<file path="src/rtl/serial_bit_feeder.sv">
// rtl/serial_bit_feeder.sv - parallel-to-serial feeder driving the recognizer X input
module serial_bit_feeder #(
    parameter int DATA_W       = 8,
    parameter int CLKS_PER_BIT = 1,
    parameter int MSB_FIRST    = 1
) (
    input  logic              clk,
    input  logic              reset,
    input  logic [DATA_W-1:0] s_data,
    input  logic              s_valid,
    output logic              s_ready,
    output logic              x_out,
    output logic              x_valid,
    output logic              busy,
    output logic              frame_done
);

    localparam int BIT_W = $clog2(DATA_W);
    localparam int DIV_W = (CLKS_PER_BIT > 1) ? $clog2(CLKS_PER_BIT) : 1;
    localparam logic [BIT_W-1:0] BIT_LAST = BIT_W'(DATA_W - 1);
    localparam logic [DIV_W-1:0] DIV_LAST = DIV_W'(CLKS_PER_BIT - 1);

    typedef enum logic {
        ST_IDLE  = 1'b0,
        ST_SHIFT = 1'b1
    } state_t;

    state_t            state_q, state_d;
    logic [DATA_W-1:0] shift_q, shift_d;
    logic [BIT_W-1:0]  bit_cnt_q, bit_cnt_d;
    logic [DIV_W-1:0]  div_cnt_q, div_cnt_d;
    logic              x_out_q, x_out_d;
    logic              x_valid_q, x_valid_d;
    logic              busy_q, busy_d;
    // Keeps s_ready low while reset is held and for the reset edge itself.
    logic              rst_done_q, rst_done_d;

    logic              div_wrap;
    logic              last_cycle;
    logic              transfer;

    // Bit that goes out first from a word, honouring the shift direction.
    function automatic logic first_bit(input logic [DATA_W-1:0] w);
        if (MSB_FIRST != 0) begin
            first_bit = w[DATA_W-1];
        end else begin
            first_bit = w[0];
        end
    endfunction

    // Word with its outgoing bit removed, next bit moved into the output slot.
    function automatic logic [DATA_W-1:0] rest_bits(input logic [DATA_W-1:0] w);
        if (MSB_FIRST != 0) begin
            rest_bits = {w[DATA_W-2:0], 1'b0};
        end else begin
            rest_bits = {1'b0, w[DATA_W-1:1]};
        end
    endfunction

    assign div_wrap   = (div_cnt_q == DIV_LAST);
    assign last_cycle = (state_q == ST_SHIFT) && (bit_cnt_q == BIT_LAST) && div_wrap;
    assign transfer   = s_valid && s_ready;

    // State and datapath registers with synchronous reset.
    always_ff @(posedge clk) begin
        if (reset) begin
            state_q    <= ST_IDLE;
            shift_q    <= '0;
            bit_cnt_q  <= '0;
            div_cnt_q  <= '0;
            x_out_q    <= 1'b0;
            x_valid_q  <= 1'b0;
            busy_q     <= 1'b0;
            rst_done_q <= 1'b0;
        end else begin
            state_q    <= state_d;
            shift_q    <= shift_d;
            bit_cnt_q  <= bit_cnt_d;
            div_cnt_q  <= div_cnt_d;
            x_out_q    <= x_out_d;
            x_valid_q  <= x_valid_d;
            busy_q     <= busy_d;
            rst_done_q <= rst_done_d;
        end
    end

    // Next state: leave SHIFT after the last hold cycle unless a word chains in.
    always_comb begin
        state_d = state_q;
        case (state_q)
            ST_IDLE: begin
                if (transfer) begin
                    state_d = ST_SHIFT;
                end
            end
            ST_SHIFT: begin
                if (last_cycle && !transfer) begin
                    state_d = ST_IDLE;
                end
            end
            default: state_d = ST_IDLE;
        endcase
    end

    // FSM outputs decoded purely from registers so s_ready never loops back to s_valid.
    always_comb begin
        s_ready    = rst_done_q && ((state_q == ST_IDLE) || last_cycle);
        frame_done = last_cycle;
    end

    // Shift register, counters and registered serial outputs.
    always_comb begin
        shift_d    = shift_q;
        bit_cnt_d  = bit_cnt_q;
        div_cnt_d  = div_cnt_q;
        x_out_d    = x_out_q;
        x_valid_d  = x_valid_q;
        busy_d     = busy_q;
        rst_done_d = 1'b1;
        if (transfer) begin
            // Covers both a fresh start and a chained word on the final cycle.
            shift_d   = rest_bits(s_data);
            bit_cnt_d = '0;
            div_cnt_d = '0;
            x_out_d   = first_bit(s_data);
            x_valid_d = 1'b1;
            busy_d    = 1'b1;
        end else if (state_q == ST_SHIFT) begin
            if (last_cycle) begin
                shift_d   = '0;
                bit_cnt_d = '0;
                div_cnt_d = '0;
                x_out_d   = 1'b0;
                x_valid_d = 1'b0;
                busy_d    = 1'b0;
            end else if (div_wrap) begin
                div_cnt_d = '0;
                bit_cnt_d = bit_cnt_q + BIT_W'(1);
                x_out_d   = first_bit(shift_q);
                shift_d   = rest_bits(shift_q);
            end else begin
                div_cnt_d = div_cnt_q + DIV_W'(1);
            end
        end
    end

    assign x_out   = x_out_q;
    assign x_valid = x_valid_q;
    assign busy    = busy_q;

endmodule

</file>
<file path="config.mk">
export PLATFORM = sky130hd
export DESIGN_NAME = serial_bit_feeder
export DESIGN_NICKNAME = d
export VERILOG_FILES = /design/src/rtl/serial_bit_feeder.sv
export SDC_FILE = /design/constraint.sdc
export NUM_CORES = 1
export LEC_CHECK = 0
export BUFFER_PORTS_ARGS = -buffer_cell sky130_fd_sc_hd__buf_2
export CAP_MARGIN = 15
export CORE_UTILIZATION = 35
export CTS_BUF_LIST = sky130_fd_sc_hd__clkbuf_4
export DETAILED_ROUTE_END_ITERATION = 7
export PLACE_DENSITY = 0.63
export SETUP_SLACK_MARGIN = 0.4
export SYNTH_ARGS = -nofsm -noshare
export SYNTH_HDL_FRONTEND = slang
export SYNTH_SLANG_ARGS = --single-unit
export TNS_END_PERCENT = 10
</file>
<file path="constraint.sdc">
create_clock -name clk -period 1.4 [get_ports clk]
set_input_delay 0.07 -clock clk [delete_from_list [all_inputs] [get_ports clk]]
set_output_delay 0.07 -clock clk [all_outputs]
set_load 0.01 [all_outputs]
</file>
==> results of run 1 <==
stage by stage:
| step | worst slack (ns) | TNS, ns |
|---|---|---|
| finish | 0.0205 | 0 |
| global route | -0.0340 | -0.0394 |
| CTS | -0.0106 | -0.0106 |
| detailed placement | 0.0629 | 0 |
| global placement | 0.0855 | 0 |
| floorplan | 0.149 | 0 |
how the worst min path moves through the flow:
stage / end / slack (ns)
final: shift_q[1] / 0.04
after global routing: shift_q[2] / 0.04
after CTS: shift_q[1] / 0.04
after detailed placement: shift_q[1] / 0.33
after global placement: shift_q[2] / 0.33
after floorplan: bit_cnt_q[0] / 0.14
cells in the final DEF (no fill, tap or decap), drive strengths merged:
| cell | count |
|---|---|
| a21oi | 11 |
| a22oi | 7 |
| and2 | 3 |
| and2b | 2 |
| buf | 21 |
| clkbuf | 3 |
| clkinv | 1 |
| dfxtp | 14 |
| ha | 2 |
| inv | 1 |
| mux2 | 1 |
| mux2i | 1 |
| nand2 | 1 |
| nand2b | 1 |
| nand3 | 8 |
| nand3b | 1 |
| nor2 | 1 |
| nor2b | 1 |
| nor3 | 3 |
| o21a | 1 |
logic make-up after synthesis:
group | count (synthesis) | synth area share, %
and+or+nand+nor | 21 | 20.5
AOI/OAI and AO/OA | 19 | 19.6
DFF | 14 | 46.3
buffers and inverters | 6 | 5.99
muxes | 2 | 3.51
adders and majority gates | 2 | 4.13
metal layers:
layer / global-route usage (%) / vias to the layer above / routed length (um)
li1: - / 272 / -
met1: 20.2 / 248 / 579
met2: 25.1 / 13 / 567
met3: 6.67 / 2 / 89
met4: 7.50 / 0 / 18
met5: 0 / - / 0
final cells by class:
type                            count  area share (%)
Multi-Input combinational cell     44            45.5
Sequential cell                    14            32.8
Timing Repair Buffer               21            15.9
Clock buffer                        3            2.61
Tap cell                           16            2.32
Clock inverter                      1           0.435
Inverter                            1           0.435
worst max-delay path, stage by stage (launching register included):
cell and delay [ns]:
sky130_fd_sc_hd__dfxtp_2 0.34, sky130_fd_sc_hd__ha_4 0.16, sky130_fd_sc_hd__ha_4 0.15, sky130_fd_sc_hd__nand2b_4 0.13
sky130_fd_sc_hd__and2_4 0.14, sky130_fd_sc_hd__buf_6 0.11
sequential cells by signal (all words and copies together) (netlist names):
| register | count |
|---|---|
| rst_done_q | 1 |
| state_q | 1 |
| busy | 1 |
| shift_q | 7 |
| bit_cnt_q | 3 |
| x_out | 1 |
cells in the mapped netlist:
master | instances | area share [%]
sky130_fd_sc_hd__a21oi_1 | 10 | 8.3
sky130_fd_sc_hd__a21oi_2 | 1 | 1.4
sky130_fd_sc_hd__a22oi_1 | 7 | 8.7
sky130_fd_sc_hd__and2_1 | 3 | 3.1
sky130_fd_sc_hd__and2b_1 | 2 | 2.5
sky130_fd_sc_hd__buf_2 | 2 | 1.7
sky130_fd_sc_hd__buf_4 | 1 | 1.2
sky130_fd_sc_hd__buf_6 | 1 | 1.9
sky130_fd_sc_hd__clkbuf_1 | 1 | 0.62
sky130_fd_sc_hd__dfxtp_1 | 14 | 46
sky130_fd_sc_hd__ha_1 | 2 | 4.1
sky130_fd_sc_hd__inv_1 | 1 | 0.62
sky130_fd_sc_hd__mux2_2 | 1 | 1.9
sky130_fd_sc_hd__mux2i_1 | 1 | 1.7
sky130_fd_sc_hd__nand2_1 | 1 | 0.62
sky130_fd_sc_hd__nand2b_1 | 1 | 1.0
sky130_fd_sc_hd__nand3_1 | 8 | 6.6
sky130_fd_sc_hd__nand3b_1 | 1 | 1.2
sky130_fd_sc_hd__nor2_4 | 1 | 1.9
sky130_fd_sc_hd__nor2b_1 | 1 | 1.0
sky130_fd_sc_hd__nor3_1 | 3 | 2.5
sky130_fd_sc_hd__o21a_1 | 1 | 1.2
where the power goes:
group / leakage [nW] / internal [mW] / total, mW / switching (mW)
logic: 0.204 / 0.0709 / 0.138 / 0.0675
registers: 0.115 / 0.418 / 0.437 / 0.0190
clock network: 0.0154 / 0.103 / 0.225 / 0.122
repair_timing:
action / in CTS / in global routing
cloned: 0 / 0
pin swaps: 8 / 11
hold buffers: 0 / 0
buffers inserted: 2 / 0
resized for setup: 8 / 6
endpoints found under the setup margin: 15 / 15
==> run_results.csv, run 1 <==
group,metric,value,unit
power,p_leak,0.335,nW
timing,fin_skew,0.00380,ns
timing,hold_viol,0,
global_route,first_global_vias,504,
finish,finish.net_count,98,
routing,routed-via-count,535,
timing,slew_viol_final,0,
power,peakVddDrop,0.640,mV
setup_path,critical_setup_path_class,"flop to output pin",
timing,max_clock_freq,0.725,GHz
setup_path,r2r-start,"bit_cnt_q[1]",
setup_path,crit_end,"s_ready",
setup_path,timing.rr.end,"bit_cnt_q[0]",
global_route,grt_antenna_before_repair,0,
finish,seq_area,283,um2
routing,dr.first_iter.drc_count,3,
clock_tree,tritoncts,"built",
routing,vias_per_cell,5.35,
routing,antenna_violating_nets_post_route,0,
finish,flow.area_growth_from_synthesis,42.6,%
power,finalPower,0.801,mW
floorplan,fp.dieH,43.6,um
clock_tree,ctsHtreeMaxLevel,1,
timing,finalHoldWorstSlack,0.0446,ns
routing,detailedRoute.firstPassIterationCount,2,
min_path,number_of_instances_on_the_worst_hold_path,3,
floorplan,initial_core_utilization,38.8,%
place,detailed_place_hpwl,932,um
timing,period_share,98.5,%
power,p_per_area,927,nW/um2
clock_tree,cts_made_buffers,3,
finish,final_design_area_no_fill,863,um2
yosys,synth.cell_area,606,um2
global_route,grt_start_max_net_pins,14,
setup_path,worst-r2r-setup-slack,0.04,ns
timing,setup_viol,0,
place,port-buffer-count,15,
finish,post_route_non_filler_standard_cell_count,100,
clock_tree,cts.path.max_buffers,2,
setup_path,r2r.worst_path.cells,6,
clock_tree,clkTransAtPathRegs,0.08,ns
floorplan,placeableCoreArea,1560,um2
floorplan,i_o_pin_count,16,
floorplan,cell_row_count,14,
setup_path,cp.arrival,1.31,ns
global_route,gr-total-overflow,0,
yosys,avgSynthCellArea,9.46,um2
routing,drc,0,
yosys,yosys_warnings,0,
place,detailed_place.area,761,um2
setup_path,endpoint_type_of_the_worst_setup_path,"output pin",
setup_path,setup.worst_path.start,"bit_cnt_q[1]",
place,placed_cells,94,
job,maxCapViolations,0,
finish,final_core_util,55.4,%
clock_tree,cts_root_buf,"sky130_fd_sc_hd__clkbuf_4",
floorplan,die_area,1900,um2
place,place_congestion,0.702,
setup_path,cp_max_fo,3,
yosys,yosysUniqueCellTypes,22,
outcome,outcome,"completed",
timing,rsz0062_at_grt,"yes",
setup_path,crit_required,1.33,ns
timing,timing.final.crit_period,1.38,ns
finish,final_layout_size_suffix_gt1_share,54.8,%
timing,slew_at_the_pin_closest_to_its_max_slew_limit,0.485,ns
global_route,gr-usage-all-layers,16.4,%
clock_tree,source_to_sink_clock_delay_at_the_later_pin_of_the_worst_skew_pair,0.27,ns
floorplan,die_x,43.6,um
setup_path,worstSetupStartpointType,"flop",
min_path,hp-start,"s_data[0]",
routing,detail_route.wl_per_cell,12.5,um
timing,slew_headroom,67.7,%
min_path,worstHoldPathType,"primary input to flop",
yosys,yosysSeqAreaShare,46.3,%
routing,detail_route.wirelength,1.25,mm
finish,filler_cell_count,147,
yosys,ys_seq_elements,14,
yosys,post_synth_inst_count,64,
clock_tree,clock_sink_count,14,
finish,antenna_cells,0,
global_route,global_route_wire_length_before_repair,2.24,mm
yosys,postSynthNetCount,77,
finish,area_of_the_multi_input_gates,393,um2
Note: power is estimated with default switching activity, not from simulation.
==> run 2: changes to the inputs <==
--- a/config.mk
+++ b/config.mk
@@ -10,6 +10,7 @@
 export CORE_UTILIZATION = 35
 export CTS_BUF_LIST = sky130_fd_sc_hd__clkbuf_4
 export DETAILED_ROUTE_END_ITERATION = 7
+export GPL_TIMING_DRIVEN = 0
 export PLACE_DENSITY = 0.63
 export SETUP_SLACK_MARGIN = 0.4
 export SYNTH_ARGS = -nofsm -noshare
==> run_results.csv, run 2 (synthesis results as in run 1) <==
group,metric,value,unit
timing,setup_viol,1,
routing,detailedRoute.firstPassIterationCount,2,
routing,detail_route.wl_per_cell,12.8,um
global_route,first_global_vias,535,
clock_tree,clkTransAtPathRegs,0.09,ns
global_route,gr-usage-all-layers,16.8,%
floorplan,initial_core_utilization,38.8,%
finish,final_design_area_no_fill,870,um2
timing,rsz0062_at_grt,"yes",
finish,mostFrequentLayoutCells,"15 x sky130_fd_sc_hd__buf_2, 12 x sky130_fd_sc_hd__dfxtp_1, 10 x sky130_fd_sc_hd__a21oi_1, 8 x sky130_fd_sc_hd__nand3_1, 7 x sky130_fd_sc_hd__a22oi_2",
routing,drc,0,
global_route,global_route_wire_length_before_repair,2.35,mm
place,place_congestion,0.780,
routing,routed-via-count,533,
timing,slew_headroom,68.1,%
finish,final_layout_size_suffix_gt1_share,50.0,%
finish,largest_register_ff_count,7,
global_route,grt_start_max_net_pins,11,
clock_tree,clock_sink_count,14,
finish,finish.net_count,102,
floorplan,fp.dieH,43.6,um
finish,layout.cells.most_common,"sky130_fd_sc_hd__buf_2",
setup_path,cp_max_fo,3,
floorplan,placeableCoreArea,1560,um2
floorplan,die_area,1900,um2
job,maxCapViolations,0,
timing,timing.final.crit_period,1.52,ns
finish,final_core_util,55.8,%
timing,fin_skew,0.00467,ns
place,detailed_place_hpwl,877,um
timing,slew_at_the_pin_closest_to_its_max_slew_limit,0.479,ns
setup_path,critical_setup_path_class,"flop to output pin",
clock_tree,cts.path.max_buffers,2,
power,finalPower,0.816,mW
power,p_per_area,938,nW/um2
setup_path,cp_cell_sequence,"ha_4 -> ha_4 -> nand2b_4 -> buf_6 -> and2_4 -> buf_6",
timing,worst_slack,-0.117,ns
setup_path,slowest_delay,0.35,ns
floorplan,cell_row_count,14,
routing,vias_per_cell,5.13,
floorplan,die_x,43.6,um
setup_path,crit_required,1.33,ns
global_route,gr-total-overflow,0,
routing,detail_route.wirelength,1.33,mm
clock_tree,ctsHtreeMaxLevel,1,
timing,slew_viol_final,0,
finish,post_route_non_filler_standard_cell_count,104,
timing,max_clock_freq,0.659,GHz
min_path,worstHoldPathType,"primary input to flop",
finish,reg_top3,"shift_q (7), bit_cnt_q (3)",
power,p_leak,0.348,nW
routing,dr.first_iter.drc_count,6,
clock_tree,cts_root_buf,"sky130_fd_sc_hd__clkbuf_4",
clock_tree,tritoncts,"built",
floorplan,i_o_pin_count,16,
setup_path,worstSetupStartpointType,"flop",
outcome,outcome,"finished with violations",
power,peakVddDrop,0.555,mV
outcome,violated_checks,"negative setup slack",
setup_path,cp.arrival,1.45,ns
routing,antenna_violating_nets_post_route,0,
timing,timing.setup.tns,-0.117,ns
finish,antenna_cells,0,
timing,period_share,108,%
clock_tree,source_to_sink_clock_delay_at_the_later_pin_of_the_worst_skew_pair,0.28,ns
place,placed_cells,95,
place,port-buffer-count,15,
global_route,grt_antenna_before_repair,0,
finish,flow.area_growth_from_synthesis,43.6,%
place,detailed_place.area,763,um2
timing,hold_viol,0,
setup_path,endpoint_type_of_the_worst_setup_path,"output pin",
timing,finalHoldWorstSlack,0.0299,ns
place,pre_cts_slack,0.0617,ns
clock_tree,cts_made_buffers,3,
setup_path,critical-path-slowest-cell,"sky130_fd_sc_hd__dfxtp_2",
finish,filler_cell_count,137,
finish,regMostFlops,"shift_q",
## run 2: worst max-delay path, delay by kind of cell, from the launching register on
kind / cells / cell delay (ns)
fa+ha+maj: 2 / 0.31
buf+inv: 2 / 0.23
flops: 1 / 0.35
simple gates: 2 / 0.28
## run 2: path summary, 6_finish.rpt
path | from | to | slack [ns] | cells after the start
worst max-delay path | bit_cnt_q[0] | s_ready | -0.12 | 6
worst min-delay path | s_data[1] | shift_q[2] | 0.03 | 3
worst max register to register | bit_cnt_q[0] | busy | 0.04 | 6
worst min register to register | shift_q[1] | shift_q[1] | 0.50 | 2
## run 2: cell type report
cell class | count | area (um2) | share of cell area [%]
multi-input combinational | 44 | 374 | 43.0
clock inverter | 1 | 3.75 | 0.432
inverter | 1 | 3.75 | 0.432
timing repair buffer | 20 | 124 | 14.2
sequential | 14 | 283 | 32.5
buffer | 5 | 38.8 | 4.46
tap | 16 | 20.0 | 2.30
clock buffer | 3 | 22.5 | 2.59
## run 2: power breakdown
group | internal, mW | switching (mW)
sequential | 0.418 | 0.0203
combinational | 0.0730 | 0.0652
clock | 0.103 | 0.136
total | 0.594 | 0.222
## run 2: repair_timing
action,4_1_cts,5_1_grt
gates resized for setup,7,1
setup buffers,2,1
endpoints found under the hold margin,2,0
setup endpoints to repair,15,15
pin swaps,11,3
hold buffers,2,0
## run 2: routing by layer
metal	track usage, %	up-vias	part of all wire (%)
li1	-	277	-
met1	21.8	242	50
met2	26.3	12	45
met3	4.17	2	4.0
met4	7.50	0	0.67
met5	0	-	0
